==> config.mk <==
export PLATFORM = sky130hd
export DESIGN_NAME = param_fifo_flat
export DESIGN_NICKNAME = d
export VERILOG_FILES = /design/src/rtl/fifo_pkg.sv /design/src/rtl/param_fifo_if.sv /design/src/rtl/fifo_storage.sv /design/src/rtl/param_fifo.sv /design/src/flat_wrapper.sv
export SDC_FILE = /design/constraint.sdc
export NUM_CORES = 1
export LEC_CHECK = 0
export ABC_AREA = 1
export CAP_MARGIN = 20
export CORE_UTILIZATION = 25
export DETAILED_ROUTE_END_ITERATION = 10
export PLACE_DENSITY = 0.47
export SLEW_MARGIN = 15
export SYNTH_ARGS = -nofsm -noshare
export SYNTH_HDL_FRONTEND = slang
export SYNTH_SLANG_ARGS = --single-unit
export TNS_END_PERCENT = 1
==> constraint.sdc <==
create_clock -name clk -period 7 [get_ports clk]
set_input_delay 1.4 -clock clk [delete_from_list [all_inputs] [get_ports clk]]
set_output_delay 1.4 -clock clk [all_outputs]
set_load 0.01 [all_outputs]
==> src/rtl/fifo_pkg.sv <==
// Shared FIFO constants and status bundle, so parent blocks (e.g. the video pixel path)
// can carry all FIFO status bits as one value.
package fifo_pkg;

  localparam int DEFAULT_DATA_W = 8;
  localparam int DEFAULT_DEPTH  = 16;

  typedef struct packed {
    logic full;
    logic empty;
    logic almost_full;
    logic almost_empty;
    logic overflow;
    logic underflow;
  } fifo_status_t;

endpackage

==> src/rtl/param_fifo_if.sv <==
// Data, control and status bundle of param_fifo; master drives requests, slave is the FIFO.
interface param_fifo_if
  import fifo_pkg::*;
#(
  parameter int DATA_W = DEFAULT_DATA_W,
  parameter int DEPTH  = DEFAULT_DEPTH
) ();

  localparam int AW = $clog2(DEPTH);

  logic              write;
  logic [DATA_W-1:0] data_in;
  logic              read;
  logic              flush;
  logic              clr_flags;
  logic [AW:0]       af_level;
  logic [AW:0]       ae_level;
  logic [DATA_W-1:0] data_out;
  logic              data_valid;
  logic [AW:0]       fifo_count;
  logic              fifo_full;
  logic              fifo_empty;
  logic              fifo_almost_full;
  logic              fifo_almost_empty;
  logic              fifo_overflow;
  logic              fifo_underflow;

  modport master (
    output write, data_in, read, flush, clr_flags, af_level, ae_level,
    input  data_out, data_valid, fifo_count, fifo_full, fifo_empty,
           fifo_almost_full, fifo_almost_empty, fifo_overflow, fifo_underflow
  );

  modport slave (
    input  write, data_in, read, flush, clr_flags, af_level, ae_level,
    output data_out, data_valid, fifo_count, fifo_full, fifo_empty,
           fifo_almost_full, fifo_almost_empty, fifo_overflow, fifo_underflow
  );

endinterface

==> src/rtl/fifo_storage.sv <==
// DEPTH x DATA_W storage: one write port, one registered read port.
// A same-cycle read and write to one address returns the old word.
module fifo_storage
  import fifo_pkg::*;
#(
  parameter int DATA_W = DEFAULT_DATA_W,
  parameter int DEPTH  = DEFAULT_DEPTH,
  parameter int AW     = $clog2(DEPTH)
) (
  input  logic              clk,
  input  logic              reset_n,
  input  logic              we_i,
  input  logic [AW-1:0]     waddr_i,
  input  logic [DATA_W-1:0] wdata_i,
  input  logic              re_i,
  input  logic [AW-1:0]     raddr_i,
  output logic [DATA_W-1:0] rdata_o
);

  logic [DATA_W-1:0] mem_q [DEPTH];
  logic [DATA_W-1:0] rdata_q;

  always_ff @(posedge clk) begin
    if (we_i) begin
      mem_q[waddr_i] <= wdata_i;
    end
  end

  // Output register holds its value between reads.
  always_ff @(posedge clk) begin
    if (!reset_n) begin
      rdata_q <= '0;
    end else if (re_i) begin
      rdata_q <= mem_q[raddr_i];
    end
  end

  assign rdata_o = rdata_q;

endmodule

==> src/rtl/param_fifo.sv <==
// Synchronous FIFO: pointer/count/flag control around fifo_storage.
// Pointers carry one extra wrap bit so full and empty are distinguishable.
module param_fifo
  import fifo_pkg::*;
#(
  parameter int DATA_W = DEFAULT_DATA_W,
  parameter int DEPTH  = DEFAULT_DEPTH
) (
  input  logic         clk,
  input  logic         reset_n,
  param_fifo_if.slave  bus
);

  localparam int AW = $clog2(DEPTH);
  localparam logic [AW:0] FULL_COUNT = DEPTH[AW:0];
  localparam logic [AW:0] PTR_ONE    = {{AW{1'b0}}, 1'b1};

  logic [AW:0]       wr_ptr_q, wr_ptr_d;
  logic [AW:0]       rd_ptr_q, rd_ptr_d;
  logic [AW:0]       count;
  logic              data_valid_q, data_valid_d;
  logic              fifo_re, fifo_we;
  logic [DATA_W-1:0] rd_data;
  logic [1:0]        err_set, err_q, err_d;
  fifo_status_t      status;

  assign count = wr_ptr_q - rd_ptr_q;

  assign status.full         = (count == FULL_COUNT);
  assign status.empty        = (count == '0);
  assign status.almost_full  = (count >= bus.af_level);
  assign status.almost_empty = (count <= bus.ae_level);
  assign status.overflow     = err_q[0];
  assign status.underflow    = err_q[1];

  // A read frees a slot in the same cycle, so a full FIFO still accepts a paired write.
  assign fifo_re = bus.read && !status.empty && !bus.flush;
  assign fifo_we = bus.write && !bus.flush && (!status.full || fifo_re);

  always_comb begin
    wr_ptr_d     = wr_ptr_q;
    rd_ptr_d     = rd_ptr_q;
    data_valid_d = fifo_re;
    if (bus.flush) begin
      wr_ptr_d = '0;
      rd_ptr_d = '0;
    end else begin
      if (fifo_we) wr_ptr_d = wr_ptr_q + PTR_ONE;
      if (fifo_re) rd_ptr_d = rd_ptr_q + PTR_ONE;
    end
  end

  // Bit 0: overflow (rejected write), bit 1: underflow (rejected read). Set beats clear.
  assign err_set[0] = bus.write && !fifo_we && !bus.flush;
  assign err_set[1] = bus.read  && !fifo_re && !bus.flush;

  generate
    for (genvar gi = 0; gi < 2; gi++) begin : g_sticky
      assign err_d[gi] = err_set[gi] ? 1'b1 : (bus.clr_flags ? 1'b0 : err_q[gi]);
    end
  endgenerate

  always_ff @(posedge clk) begin
    if (!reset_n) begin
      wr_ptr_q     <= '0;
      rd_ptr_q     <= '0;
      data_valid_q <= 1'b0;
      err_q        <= '0;
    end else begin
      wr_ptr_q     <= wr_ptr_d;
      rd_ptr_q     <= rd_ptr_d;
      data_valid_q <= data_valid_d;
      err_q        <= err_d;
    end
  end

  fifo_storage #(
    .DATA_W (DATA_W),
    .DEPTH  (DEPTH),
    .AW     (AW)
  ) u_storage (
    .clk     (clk),
    .reset_n (reset_n),
    .we_i    (fifo_we && reset_n),
    .waddr_i (wr_ptr_q[AW-1:0]),
    .wdata_i (bus.data_in),
    .re_i    (fifo_re),
    .raddr_i (rd_ptr_q[AW-1:0]),
    .rdata_o (rd_data)
  );

  assign bus.data_out          = rd_data;
  assign bus.data_valid        = data_valid_q;
  assign bus.fifo_count        = count;
  assign bus.fifo_full         = status.full;
  assign bus.fifo_empty        = status.empty;
  assign bus.fifo_almost_full  = status.almost_full;
  assign bus.fifo_almost_empty = status.almost_empty;
  assign bus.fifo_overflow     = status.overflow;
  assign bus.fifo_underflow    = status.underflow;

endmodule

==> src/flat_wrapper.sv <==
// flat-port wrapper written by rule: the top's interface ports become plain ports
module param_fifo_flat import fifo_pkg::*;
#(
  parameter int DATA_W = DEFAULT_DATA_W,
  parameter int DEPTH  = DEFAULT_DEPTH
)
  (clk, reset_n, bus_write, bus_data_in, bus_read, bus_flush, bus_clr_flags, bus_af_level, bus_ae_level, bus_data_out, bus_data_valid, bus_fifo_count, bus_fifo_full, bus_fifo_empty, bus_fifo_almost_full, bus_fifo_almost_empty, bus_fifo_overflow, bus_fifo_underflow);
  param_fifo_if #(.DATA_W(DATA_W), .DEPTH(DEPTH)) bus_i ();
  input  logic clk;
  input  logic reset_n;
  input wire logic [$bits(bus_i.write)-1:0] bus_write;
  input wire logic [$bits(bus_i.data_in)-1:0] bus_data_in;
  input wire logic [$bits(bus_i.read)-1:0] bus_read;
  input wire logic [$bits(bus_i.flush)-1:0] bus_flush;
  input wire logic [$bits(bus_i.clr_flags)-1:0] bus_clr_flags;
  input wire logic [$bits(bus_i.af_level)-1:0] bus_af_level;
  input wire logic [$bits(bus_i.ae_level)-1:0] bus_ae_level;
  output wire logic [$bits(bus_i.data_out)-1:0] bus_data_out;
  output wire logic [$bits(bus_i.data_valid)-1:0] bus_data_valid;
  output wire logic [$bits(bus_i.fifo_count)-1:0] bus_fifo_count;
  output wire logic [$bits(bus_i.fifo_full)-1:0] bus_fifo_full;
  output wire logic [$bits(bus_i.fifo_empty)-1:0] bus_fifo_empty;
  output wire logic [$bits(bus_i.fifo_almost_full)-1:0] bus_fifo_almost_full;
  output wire logic [$bits(bus_i.fifo_almost_empty)-1:0] bus_fifo_almost_empty;
  output wire logic [$bits(bus_i.fifo_overflow)-1:0] bus_fifo_overflow;
  output wire logic [$bits(bus_i.fifo_underflow)-1:0] bus_fifo_underflow;
  assign bus_i.write = bus_write;
  assign bus_i.data_in = bus_data_in;
  assign bus_i.read = bus_read;
  assign bus_i.flush = bus_flush;
  assign bus_i.clr_flags = bus_clr_flags;
  assign bus_i.af_level = bus_af_level;
  assign bus_i.ae_level = bus_ae_level;
  assign bus_data_out = bus_i.data_out;
  assign bus_data_valid = bus_i.data_valid;
  assign bus_fifo_count = bus_i.fifo_count;
  assign bus_fifo_full = bus_i.fifo_full;
  assign bus_fifo_empty = bus_i.fifo_empty;
  assign bus_fifo_almost_full = bus_i.fifo_almost_full;
  assign bus_fifo_almost_empty = bus_i.fifo_almost_empty;
  assign bus_fifo_overflow = bus_i.fifo_overflow;
  assign bus_fifo_underflow = bus_i.fifo_underflow;
  param_fifo #(.DATA_W(DATA_W), .DEPTH(DEPTH)) u_core (.clk(clk), .reset_n(reset_n), .bus(bus_i));
endmodule
* Word-level counts from Yosys, hierarchy flattened
Memory sizes are Yosys's and may differ from the RTL's. A register that Yosys moved wholly into a read port is not among the register bits. Cells that the tools add are included.
Word-level totals: input port bits 24, memories kept 1, memory bits (writable) 128, logic and storage cells 38, flip-flop bits (word level) 13, output and inout port bits 20
Cells by class: eq/ne operators 1, order comparisons 2, reductions and logical operators 20, bitwise logic cells 1, add/subtract/negate cells 3, multiplexer cells 5
Memory list:
- u_core.u_storage.mem_q | words 16, bits a word 8, rd ports 1, clocked after memory_dff 1, wr ports 1, RTL line fifo_storage.sv:20 | logic [DATA_W-1:0] mem_q [DEPTH];
Operators by type and width (count):
- $add A5 B1 Y5 const B | 2
- $logic_and A1 B1 Y1 | 9
- $logic_not A1 Y1 | 6
- $eq A5 B5 Y1 const B | 1
- $ge A5 B5 Y1 | 1
- $le A5 B5 Y1 | 1
- $logic_not A5 Y1 | 1
- $mux W1 | 5
- $sub A5 B5 Y5 | 1
- $reduce_bool A2 Y1 | 2
- $reduce_or A2 Y1 | 1
- $logic_or A1 B1 Y1 | 1
- $not A1 Y1 | 1

* Depth between registers and ports, before layout
Gate-level depths: netlist of the first run.
depth after elaboration 11, depth in mapped cells 13, mapped depth without buffers 12

* By module
From an unflattened synthesis of the first run, not the netlist that was laid out.
Second synthesis, totals: cells, all modules 646, area, all modules 6700.2 sq um
Modules (own cells, without submodules):
- fifo_storage | times used 1, seq. area each 4003.8 sq um, area an instance 5576.6 sq um, cells each 492
- param_fifo | times used 1, seq. area each 260.2 sq um, area an instance 1123.6 sq um, cells each 154

* Worst setup path before layout of the first run
Ideal clock, no wire load.
path kind register to output, start register u_core.wr_ptr_q[0], end output bus_fifo_almost_empty, cell stages (with the launch flop) 9, arrival 2.301 ns, slack 3.299 ns, required time 5.600 ns, path through dfxtp_1 inv_1 ha_1 fa_1 xnor2_1 ha_1 a21oi_1 o21ai_0 o22ai_1
On the way: cells in the longest elaborated chain, start to end 2
RTL lines:
- start: declaration | RTL line param_fifo.sv:18 | logic [AW:0] wr_ptr_q, wr_ptr_d;
- start signal: assignment | RTL line param_fifo.sv:70 | wr_ptr_q <= wr_ptr_d;
- $sub A5 B5 Y5 | RTL line param_fifo.sv:27 | assign count = wr_ptr_q - rd_ptr_q;
- via bus_fifo_count[2] | RTL line flat_wrapper.sv:20 | output wire logic [$bits(bus_i.fifo_count)-1:0] bus_fifo_count;
- $le A5 B5 Y1 | RTL line param_fifo.sv:32 | assign status.almost_empty = (count <= bus.ae_level);
- end: declaration | RTL line flat_wrapper.sv:24 | output wire logic [$bits(bus_i.fifo_almost_empty)-1:0] bus_fifo_almost_empty;
The timed path passes the listed nets, and every way through them passes these cells.

* Worst setup path in the final report of the first run
start register u_core.rd_ptr_q[2], end output bus_fifo_almost_empty
On the way: cells in the longest elaborated chain, start to end 2
RTL lines:
- start: declaration | RTL line param_fifo.sv:19 | logic [AW:0] rd_ptr_q, rd_ptr_d;
- start signal: assignment | RTL line param_fifo.sv:71 | rd_ptr_q <= rd_ptr_d;
- $sub A5 B5 Y5 | RTL line param_fifo.sv:27
- $le A5 B5 Y1 | RTL line param_fifo.sv:32
No other way between the ends.

==> out/qor.txt, run 1 <==
grt ovf = 0
TritonCTS clock tree = yes
Post-synth ARST share = 0
RSZ-0062 raised after global routing = false
CTS Buf Count = 17
Port Buf Inserts = 43
reg2reg start = u_core.rd_ptr_q[2]
Mapped Nets = 634
Max-Cap Viols = 0
Via Count = 4,315
Worst-Skew Late Latency = 0.42 ns
share of the synthesized area in the top cell type = 0.584
Core ar. = 25,900 um2
Routed WL = 16,000 um
# DRC = 0
worst reg2reg setup slack = 3.36 ns
Crit. End Element = output port
hold-fix buffers at CTS = 0
crit path capture = bus_fifo_almost_empty
Slew @ Worst Pin = 0.917 ns
Final Instance Area = 8030 um2
Fmax = 0.196 GHz
Critical R2R Capture = u_core.u_storage.mem_q[15][6]
Worst slew margin = 0.387
H-tree depth = 4
largest net degree at the start of global routing = 69
clk buf depth = 2
Power Total = 0.00199 W
pre-CTS setup slack = 2.27 ns
EDFF count, synth = 128
Clock Root Buffer = clkbuf_16
initial antenna violation count = 0
Antenna Nets Post-Route = 0
CP Data Required Time = 5.60 ns
cell count after synthesis = 590
Placed Instances = 956
first-pass GRT wire length = 24,800 um
Netlist cell types = 34
diodes inserted = 0
WL/cell = 16.2 um
area occupied by multi-input gates = 2010 um2
Post-Syn Area per Cell = 11.2 um2
Final period util = 0.729
post-route insts no fill = 988
Pins Over Slew Limit = 0
ys flop type = edfxtp_1
status = complete, no violations
Worst Path Class, Setup = reg2out
Die H = 164 um
power per cell area = 248 nW/um2
Yosys warnings = 0
Leak = 2.82 nW
Via-to-Cell Ratio = 4.37
Final Skew = 0.00690 ns
top cell type by total area after synthesis = edfxtp_1
CTS resizes = 0
synthesis-to-layout area growth = 22.0%
Die ar. = 27,000 um2
most instantiated cells after synthesis = 128 x edfxtp_1, 104 x nor2_1, 69 x o21ai_0
Hold Vio Cnt, Final = 0
clock-pin slew on the worst setup and hold paths = 0.06 ns
HPWL Detailed = 10,100 um
Worst Hold Class = reg2reg
CP startpoint = u_core.rd_ptr_q[2]
layout cells sized above 1 = 0.0995
crit path time final = 5.10 ns
# fillers = 2,632
num rows = 59
count leader, synth = edfxtp_1
vias in the first global route = 4,329
First-pass DRT Iterations = 4
Die X = 164 um
number of DRC markers in iteration 0 = 368
Starting Density = 0.254
instance area at placement = 7420 um2
layout net count = 684
clock sinks = 149
Sequential cell area = 4270 um2
gr usage total = 0.127
setup ws final = 1.90 ns
routability cong. = 0.735
sequential area share after synthesis = 0.648
worst reg-to-reg path cell count = 7
Peak VDD IR = 0.170 mV
total negative setup slack = 0 ns
crit start category = register
leading cell types by total area after synthesis = edfxtp_1 58%, dfxtp_1 6.4%, nor2_1 5.9%
crit path max fanout = 14
synthesized cell area = 6580 um2
Yosys reg bits = 149
setup violators final = 0
IO Pins = 44
# Post-CTS Setup Buffers = 0
Data arrival, critical path = 3.70 ns
how the worst min path moves through the flow:
stage                  startpoint                  to  slack, ns  cells past startpoint
3_3_place_gp      u_core.err_q[1]     u_core.err_q[1]       0.46                      2
3_5_place_dp      u_core.err_q[0]     u_core.err_q[0]       0.46                      2
4_1_cts           u_core.err_q[0]     u_core.err_q[0]       0.47                      2
5_1_grt           u_core.err_q[0]     u_core.err_q[0]       0.50                      2
6_report          u_core.err_q[0]     u_core.err_q[0]       0.47                      2
2_1_floorplan  u_core.rd_ptr_q[3]  u_core.rd_ptr_q[3]       0.46                      2
area by class of cell:
cell class                      count  area share
Sequential cell                   149       0.531
Multi-Input combinational cell    370       0.250
Timing Repair Buffer               58      0.0692
Clock buffer                       19      0.0539
Tap cell                          335      0.0522
Clock inverter                     13      0.0224
Inverter                           44      0.0206
per-stage QoR:
stage / util / hold WS [ns]
floorplan: - / 0.463
global placement: 0.285 / 0.458
detailed placement: 0.286 / 0.462
CTS: 0.310 / 0.471
global route: 0.310 / 0.501
finish: 0.310 / 0.467
worst max-delay path, cell delays in order, from the launching register on:
cell and delay, ns:
dfxtp_1 0.66, clkinv_1 0.45, ha_1 0.47, a21oi_1 0.20, nand3_1 0.10, nand2_2 0.14, inv_1 0.09, ha_1 0.29
nand2_1 0.10, o21ai_0 0.09, o22ai_1 0.13, clkdlybuf4s50_1 0.56
cells by family after synthesis:
family          Yosys count  synth area share
buf+inv                  71            0.0468
fa+ha+maj                20            0.0392
simple gates            214             0.145
compound gates          127             0.109
xor+xnor                  9            0.0120
flops                   149             0.648
state kept, by name (all words and copies together), names as in the netlist:
register,cells
u_core.u_storage.mem_q,128
u_core.u_storage.rdata_o,8
u_core.rd_ptr_q,5
u_core.wr_ptr_q,5
u_core.err_q,2
u_core.bus.data_valid,1
layer usage:
metal	vias up	global-route usage	routed length [um]	share of wire
li1	2166	-	-	-
met1	2059	0.167	7620	0.48
met2	74	0.203	7510	0.47
met3	16	0.0278	613	0.038
met4	0	0.0471	234	0.015
met5	-	0	0	0
cells in the final DEF (no fill, tap or decap), types with 13 or more instances in the layout:
cell type and count:
inv_1 39, nand3_1 20, nor3_1 13, nor2_1 104, clkbuf_16 17, dfxtp_1 20
ha_1 19, o22ai_1 17, buf_4 14, nand2_1 59, o211ai_1 16, edfxtp_1 128
o21ai_0 69, a21oi_1 16, clkdlybuf4s50_1 43
where the power goes:
| part | internal [W] | switching, W | total [W] |
|---|---|---|---|
| Sequential | 0.000967 | 0.00000191 | 0.000969 |
| Combinational | 0.0000304 | 0.0000453 | 0.0000757 |
| Clock | 0.000595 | 0.000354 | 0.000949 |
| Total | 0.00159 | 0.000401 | 0.00199 |
No activity file was read; power rests on OpenSTA's default activity.
==> run 2: changes to the inputs <==
--- a/config.mk
+++ b/config.mk
@@ -9,7 +9,7 @@
 export CAP_MARGIN = 20
 export CORE_UTILIZATION = 25
 export DETAILED_ROUTE_END_ITERATION = 10
-export PLACE_DENSITY = 0.47
+export PLACE_DENSITY = 0.49
 export SLEW_MARGIN = 15
 export SYNTH_ARGS = -nofsm -noshare
 export SYNTH_HDL_FRONTEND = slang
==> constraint.sdc (replaced) <==
create_clock -name clk -period 4.3 [get_ports clk]
set_input_delay 0.86 -clock clk [delete_from_list [all_inputs] [get_ports clk]]
set_output_delay 0.86 -clock clk [all_outputs]
set_load 0.01 [all_outputs]
==> run 2 against run 1 <==
Effect of this change: hold slack worse by 0.0017 ns; non-clock buffer count up 5; largest power group unchanged; utilization up 0.13 points; clock-buffer cell count down 1.
==> out/qor.txt, run 2 (same netlist as run 1, synthesis figures left out) <==
status = complete, no violations (unchanged)
total negative setup slack = 0 ns (unchanged)
Largest Register = u_core.u_storage.mem_q (unchanged)
area occupied by multi-input gates = 2010 um2 (unchanged)
crit start category = register (unchanged)
clk buf depth = 2 (unchanged)
CP bufs+invs = 3 (unchanged)
cell mode on critical path = ha_1 (unchanged)
Starting Density = 0.254 (unchanged)
crit-path leading delay family = buffers and inverters (unchanged)
Clock Root Buffer = clkbuf_16 (unchanged)
max FFs per register = 128 (unchanged)
Sequential cell area = 4270 um2 (about the same)
met1 wire length = 7510 um (was 7620 um)
instance area at placement = 7430 um2 (was 7420 um2)
metal2 WL = 7440 um (was 7510 um)
WL/cell = 16.0 um (was 16.2 um)
Pins Over Slew Limit = 0 (unchanged)
most frequent cells in the layout = 128 x edfxtp_1, 104 x nor2_1, 69 x o21ai_0 (unchanged)
clock-pin slew on the worst setup and hold paths = 0.06 ns (about the same)
# fillers = 2,604 (was 2,632)
Post-Route Utilization = 0.311 (was 0.310)
largest net degree at the start of global routing = 69 (unchanged)
Hold Vio Cnt, Final = 0 (unchanged)
Worst-Skew Late Latency = 0.43 ns (was 0.42 ns)
setup violators final = 0 (unchanged)
routed wl met3 = 743 um (was 613 um)
diodes inserted = 0 (unchanged)
critical path, cell by cell = clkinv_1 > ha_1 > a21oi_1 > nand3_1 > nand2_2 > inv_1 > ha_1 > nand2_1 > o21ai_0 > o22ai_1 > clkdlybuf4s50_1 (unchanged)
HPWL Detailed = 9700 um (was 10,100 um)
Core ar. = 25,900 um2 (unchanged)
first-pass GRT wire length = 24,600 um (was 24,800 um)
number of DRC markers in iteration 0 = 353 (was 368)
IO Pins = 44 (unchanged)
commonest non-fill, non-tap cell in the layout = edfxtp_1 (unchanged)
Die H = 164 um (unchanged)
Peak VDD IR = 0.273 mV (was 0.170 mV)
Antenna Nets Post-Route = 0 (unchanged)
Die ar. = 27,000 um2 (unchanged)
Fmax = 0.244 GHz
CP Data Required Time = 3.44 ns (was 5.60 ns)
clock sinks = 149 (unchanged)
Final Instance Area = 8060 um2 (was 8030 um2)
CP peak stage delay = 0.55 ns (was 0.66 ns)
power per cell area = 400 nW/um2 (was 248 nW/um2)
Data arrival, critical path = 3.24 ns (was 3.70 ns)
setup ws final = 0.201 ns (was 1.90 ns)
# DRC = 0 (unchanged)
Die X = 164 um (unchanged)
grt ovf = 0 (unchanged)
crit path max fanout = 9 (was 14)
layout net count = 689 (was 684)
Via-to-Cell Ratio = 4.41 (was 4.37)
# Post-CTS Setup Buffers = 0 (unchanged)
vias in the first global route = 4,273 (was 4,329)
initial antenna violation count = 0 (unchanged)
TritonCTS clock tree = yes (unchanged)
Worst Hold Class = reg2reg (unchanged)
top layer in use = met4 (unchanged)
crit path time final = 4.10 ns
slowest CP cell = clkdlybuf4s50_1 (was dfxtp_1)
synthesis-to-layout area growth = 22.5% (was 22.0%)
Routed WL = 15,900 um (was 16,000 um)
Port Buf Inserts = 43 (unchanged)
Leak = 2.84 nW (was 2.82 nW)
H-tree depth = 4 (unchanged)
routability cong. = 0.787 (was 0.735)
First-pass DRT Iterations = 5 (was 4)
Worst slew margin = 0.455 (was 0.387)
RSZ-0062 raised after global routing = false (unchanged)
Worst Path Class, Setup = reg2out (unchanged)
Final period util = 0.953
gr usage total = 0.125 (was 0.127)
CTS Buf Count = 17 (unchanged)
Via Count = 4,382 (was 4,315)
worst reg-to-reg path cell count = 7 (unchanged)
Final Skew = 0.0111 ns (was 0.00690 ns)
pre-CTS setup slack = 0.603 ns (was 2.27 ns)
Crit. End Element = output port (unchanged)
Max-Cap Viols = 0 (unchanged)
num rows = 59 (unchanged)
worst hold path cell count = 2 (unchanged)
Crit path depth = 11 (unchanged)
Slew @ Worst Pin = 0.813 ns (was 0.917 ns)
layout cells sized above 1 = 0.111 (was 0.0995)
run 2: metal layers:
layer | global-route usage | vias up
met2 | 0.199 | 91
met4 | 0.0425 | 0
met5 | 0 | -
li1 | - | 2179
met3 | 0.0278 | 14
met1 | 0.166 | 2098
run 2: final timing paths:
kind / start / end / slack [ns]
hold / removal: u_core.err_q[0] / u_core.err_q[0] / 0.47
setup / recovery: u_core.rd_ptr_q[2] / bus_fifo_almost_empty / 0.20
setup reg to reg: u_core.rd_ptr_q[2] / u_core.u_storage.mem_q[12][6] / 1.21
hold reg to reg: u_core.err_q[0] / u_core.err_q[0] / 0.47
run 2: report_power, final:
part | internal [W] | switching (W) | leakage (nW)
sequential | 0.00157 | 0.00000302 | 1.32
combinational | 0.0000500 | 0.0000736 | 1.23
clock | 0.000919 | 0.000601 | 0.290
run 2: stage by stage:
| step | std cells | hold WS, ns | power [W] |
|---|---|---|---|
| 6_report | 993 | 0.465 | 0.00322 |
| 5_1_grt | 993 | 0.487 | 0.00332 |
| 4_1_cts | 992 | 0.472 | 0.00325 |
| 3_5_place_dp | 960 | 0.462 | 0.00173 |
| 3_3_place_gp | 960 | 0.460 | 0.00173 |
| 2_1_floorplan | 590 | 0.463 | 0.00167 |
run 2: area by class of cell:
class	count	share of cell area
sequential	149	0.529
multi-input combinational	370	0.249
timing repair buffer	63	0.0736
clock buffer	18	0.0532
tap	335	0.0520
clock inverter	14	0.0220
inverter	44	0.0205
run 2: worst min-delay path, delay by kind of cell, from the launching register on:
kind,cells,cell delay (ns)
flip-flops,1,0.31
AND/OR/NAND/NOR,1,0.06
AO/OA/AOI/OAI,1,0.05
run 2: what timing repair did:
item                       4_1_cts  5_1_grt
hold endpoints to repair         0        0
resized for setup                0        1
setup endpoints to repair        0        2
hold buffers                     0        0
==> run 3: changes to the inputs <==
--- a/config.mk
+++ b/config.mk
@@ -9,7 +9,6 @@
 export CAP_MARGIN = 20
 export CORE_UTILIZATION = 25
 export DETAILED_ROUTE_END_ITERATION = 10
-export PLACE_DENSITY = 0.49
 export SLEW_MARGIN = 15
 export SYNTH_ARGS = -nofsm -noshare
 export SYNTH_HDL_FRONTEND = slang
==> run 3 against run 2 <==
Effect of this change: register-to-register slack gained 0.14 ns; clock skew fell by 0.0017 ns; sequential power about the same; combinational power is essentially flat; sequential share of layout area up 0.49 points; global-route usage down 0.83 points; die area stayed put; clock power decreased by 14%; cell area down 0.92%.
==> out/qor.txt, run 3 (same netlist as run 1, synthesis figures left out) <==
status = complete, no violations (unchanged)
power per cell area = 377 nW/um2 (was 400 nW/um2)
layout net count = 690 (was 689)
diodes inserted = 0 (unchanged)
RSZ-0062 raised after global routing = false (unchanged)
Clock Root Buffer = clkbuf_16 (unchanged)
Leak = 2.82 nW (was 2.84 nW)
Sequential cell area = 4270 um2 (unchanged)
Pint = 0.00236 W (was 0.00254 W)
Data arrival, critical path = 3.26 ns (was 3.24 ns)
Switching Fraction = 0.217 (was 0.210)
# DRC = 0 (unchanged)
net switching power = 0.000652 W (was 0.000677 W)
Reg power frac = 0.524 (was 0.490)
Crit. End Element = output port (unchanged)
Clk pwr share = 0.435 (was 0.472)
commonest non-fill, non-tap cell in the layout = edfxtp_1 (unchanged)
setup violators final = 0 (unchanged)
clk buf depth = 2 (unchanged)
crit start category = register (unchanged)
# Post-CTS Setup Buffers = 0 (unchanged)
initial antenna violation count = 0 (unchanged)
Worst slew margin = 0.485 (was 0.455)
most frequent cells in the layout = 128 x edfxtp_1, 104 x nor2_1, 69 x o21ai_0 (unchanged)
number of DRC markers in iteration 0 = 509 (was 353)
Final period util = 0.959 (was 0.953)
Die H = 164 um (unchanged)
num rows = 59 (unchanged)
Port Buf Inserts = 43 (unchanged)
Via-to-Cell Ratio = 4.46 (was 4.41)
largest net degree at the start of global routing = 69 (unchanged)
Worst Hold Class = reg2reg (unchanged)
first-pass GRT wire length = 23,200 um (was 24,600 um)
Die ar. = 27,000 um2 (unchanged)
CP Data Required Time = 3.44 ns (about the same)
Starting Density = 0.254 (unchanged)
Final Skew = 0.00942 ns (was 0.0111 ns)
H-tree depth = 4 (unchanged)
Hold Vio Cnt, Final = 0 (unchanged)
# fillers = 2,592 (was 2,604)
Fmax = 0.242 GHz (was 0.244 GHz)
WL/cell = 15.4 um (was 16.0 um)
Worst Path Class, Setup = reg2out (unchanged)
Worst-Skew Late Latency = 0.42 ns (was 0.43 ns)
max FFs per register = 128 (unchanged)
Pins Over Slew Limit = 0 (unchanged)
Comb power frac = 0.041 (was 0.038)
vias in the first global route = 4,140 (was 4,273)
Largest Register = u_core.u_storage.mem_q (unchanged)
TritonCTS clock tree = yes (unchanged)
clock sinks = 149 (unchanged)
Antenna Nets Post-Route = 0 (unchanged)
total negative setup slack = 0 ns (unchanged)
Routed WL = 15,300 um (was 15,900 um)
routability cong. = 0.807 (was 0.787)
HPWL Detailed = 9420 um (was 9700 um)
grt ovf = 0 (unchanged)
area occupied by multi-input gates = 2020 um2 (was 2010 um2)
Max-Cap Viols = 0 (unchanged)
First-pass DRT Iterations = 5 (unchanged)
crit path time final = 4.12 ns (was 4.10 ns)
synthesis-to-layout area growth = 21.3% (was 22.5%)
Slew @ Worst Pin = 0.768 ns (was 0.813 ns)
layout cells sized above 1 = 0.112 (was 0.111)
CTS Buf Count = 17 (unchanged)
Peak VDD IR = 0.265 mV (was 0.273 mV)
crit path max fanout = 7 (was 9)
Via Count = 4,430 (was 4,382)
IO Pins = 44 (unchanged)
clock-pin slew on the worst setup and hold paths = 0.06 ns (about the same)
Die X = 164 um (unchanged)
gr usage total = 0.116 (was 0.125)
Post-Route Utilization = 0.308 (was 0.311)
Core ar. = 25,900 um2 (unchanged)
[run 3: changes by cell type in the layout (fill, tap and decap cells not counted), sizes merged]
cell	change
clkinv	-1
bufinv	-3
inv	+1
clkinvlp	+1
buf	+1
clkbuf	+1
[run 3: layer usage]
| metal | global-route usage | vias to the layer above | wire [um] |
|---|---|---|---|
| met5 | 0 | - | 0 |
| li1 | - | 2182 | - |
| met1 | 0.159 | 2127 | 7200 |
| met4 | 0.0408 | 0 | 252 |
| met2 | 0.172 | 108 | 6990 |
| met3 | 0.0361 | 13 | 875 |
[run 3: metrics by stage]
stage | hold WS, ns | total power (W) | area (um2) | setup WS (ns) | std cells
finish | 0.466 | 0.00301 | 7990 | 0.175 | 993
global route | 0.482 | 0.00311 | 7990 | 0.0179 | 993
CTS | 0.470 | 0.00303 | 7960 | 0.133 | 992
detailed placement | 0.461 | 0.00173 | 7440 | 0.593 | 961
global placement | 0.457 | 0.00173 | 7440 | 0.635 | 961
floorplan | 0.463 | 0.00167 | 6580 | 1.14 | 590
[run 3: worst paths after layout]
kind                 startpoint                            end  slack, ns  cells after the start
max          u_core.wr_ptr_q[0]          bus_fifo_almost_empty       0.18                     12
min reg2reg     u_core.err_q[0]                u_core.err_q[0]       0.47                      2
max reg2reg  u_core.wr_ptr_q[0]  u_core.u_storage.mem_q[12][7]       1.35                      9
min             u_core.err_q[0]                u_core.err_q[0]       0.47                      2
[run 3: worst max-delay path, cell delays in order (launching register included)]
cell and delay (ns):
dfxtp_2 0.37, inv_1 0.09, ha_1 0.23, fa_1 0.43, nand3b_1 0.22, nand2_1 0.09, nand2_1 0.08, nand2_4 0.15
ha_1 0.26, a21oi_1 0.14, o21ai_0 0.09, o22ai_1 0.13, clkdlybuf4s50_1 0.56
[run 3: cell type report]
type                       instances  area share
multi-input combinational        370       0.253
timing repair buffer              64      0.0752
clock buffer                      19      0.0542
tap                              335      0.0525
inverter                          44      0.0211
sequential                       149       0.534
clock inverter                    12      0.0102
[run 3: power groups by stage]
stage	logic, W	clock network, W	registers, W
global route	0.000137	0.00140	0.00158
detailed placement	0.000124	0	0.00161
CTS	0.000125	0.00132	0.00158
global placement	0.000123	0	0.00161
finish	0.000123	0.00131	0.00158
floorplan	0.0000554	0	0.00161
[run 3: repair_timing]
action                                  in CTS  in global routing
hold buffers                                 0                  0
gates resized for setup                      0                  3
endpoints found under the setup margin       0                  2
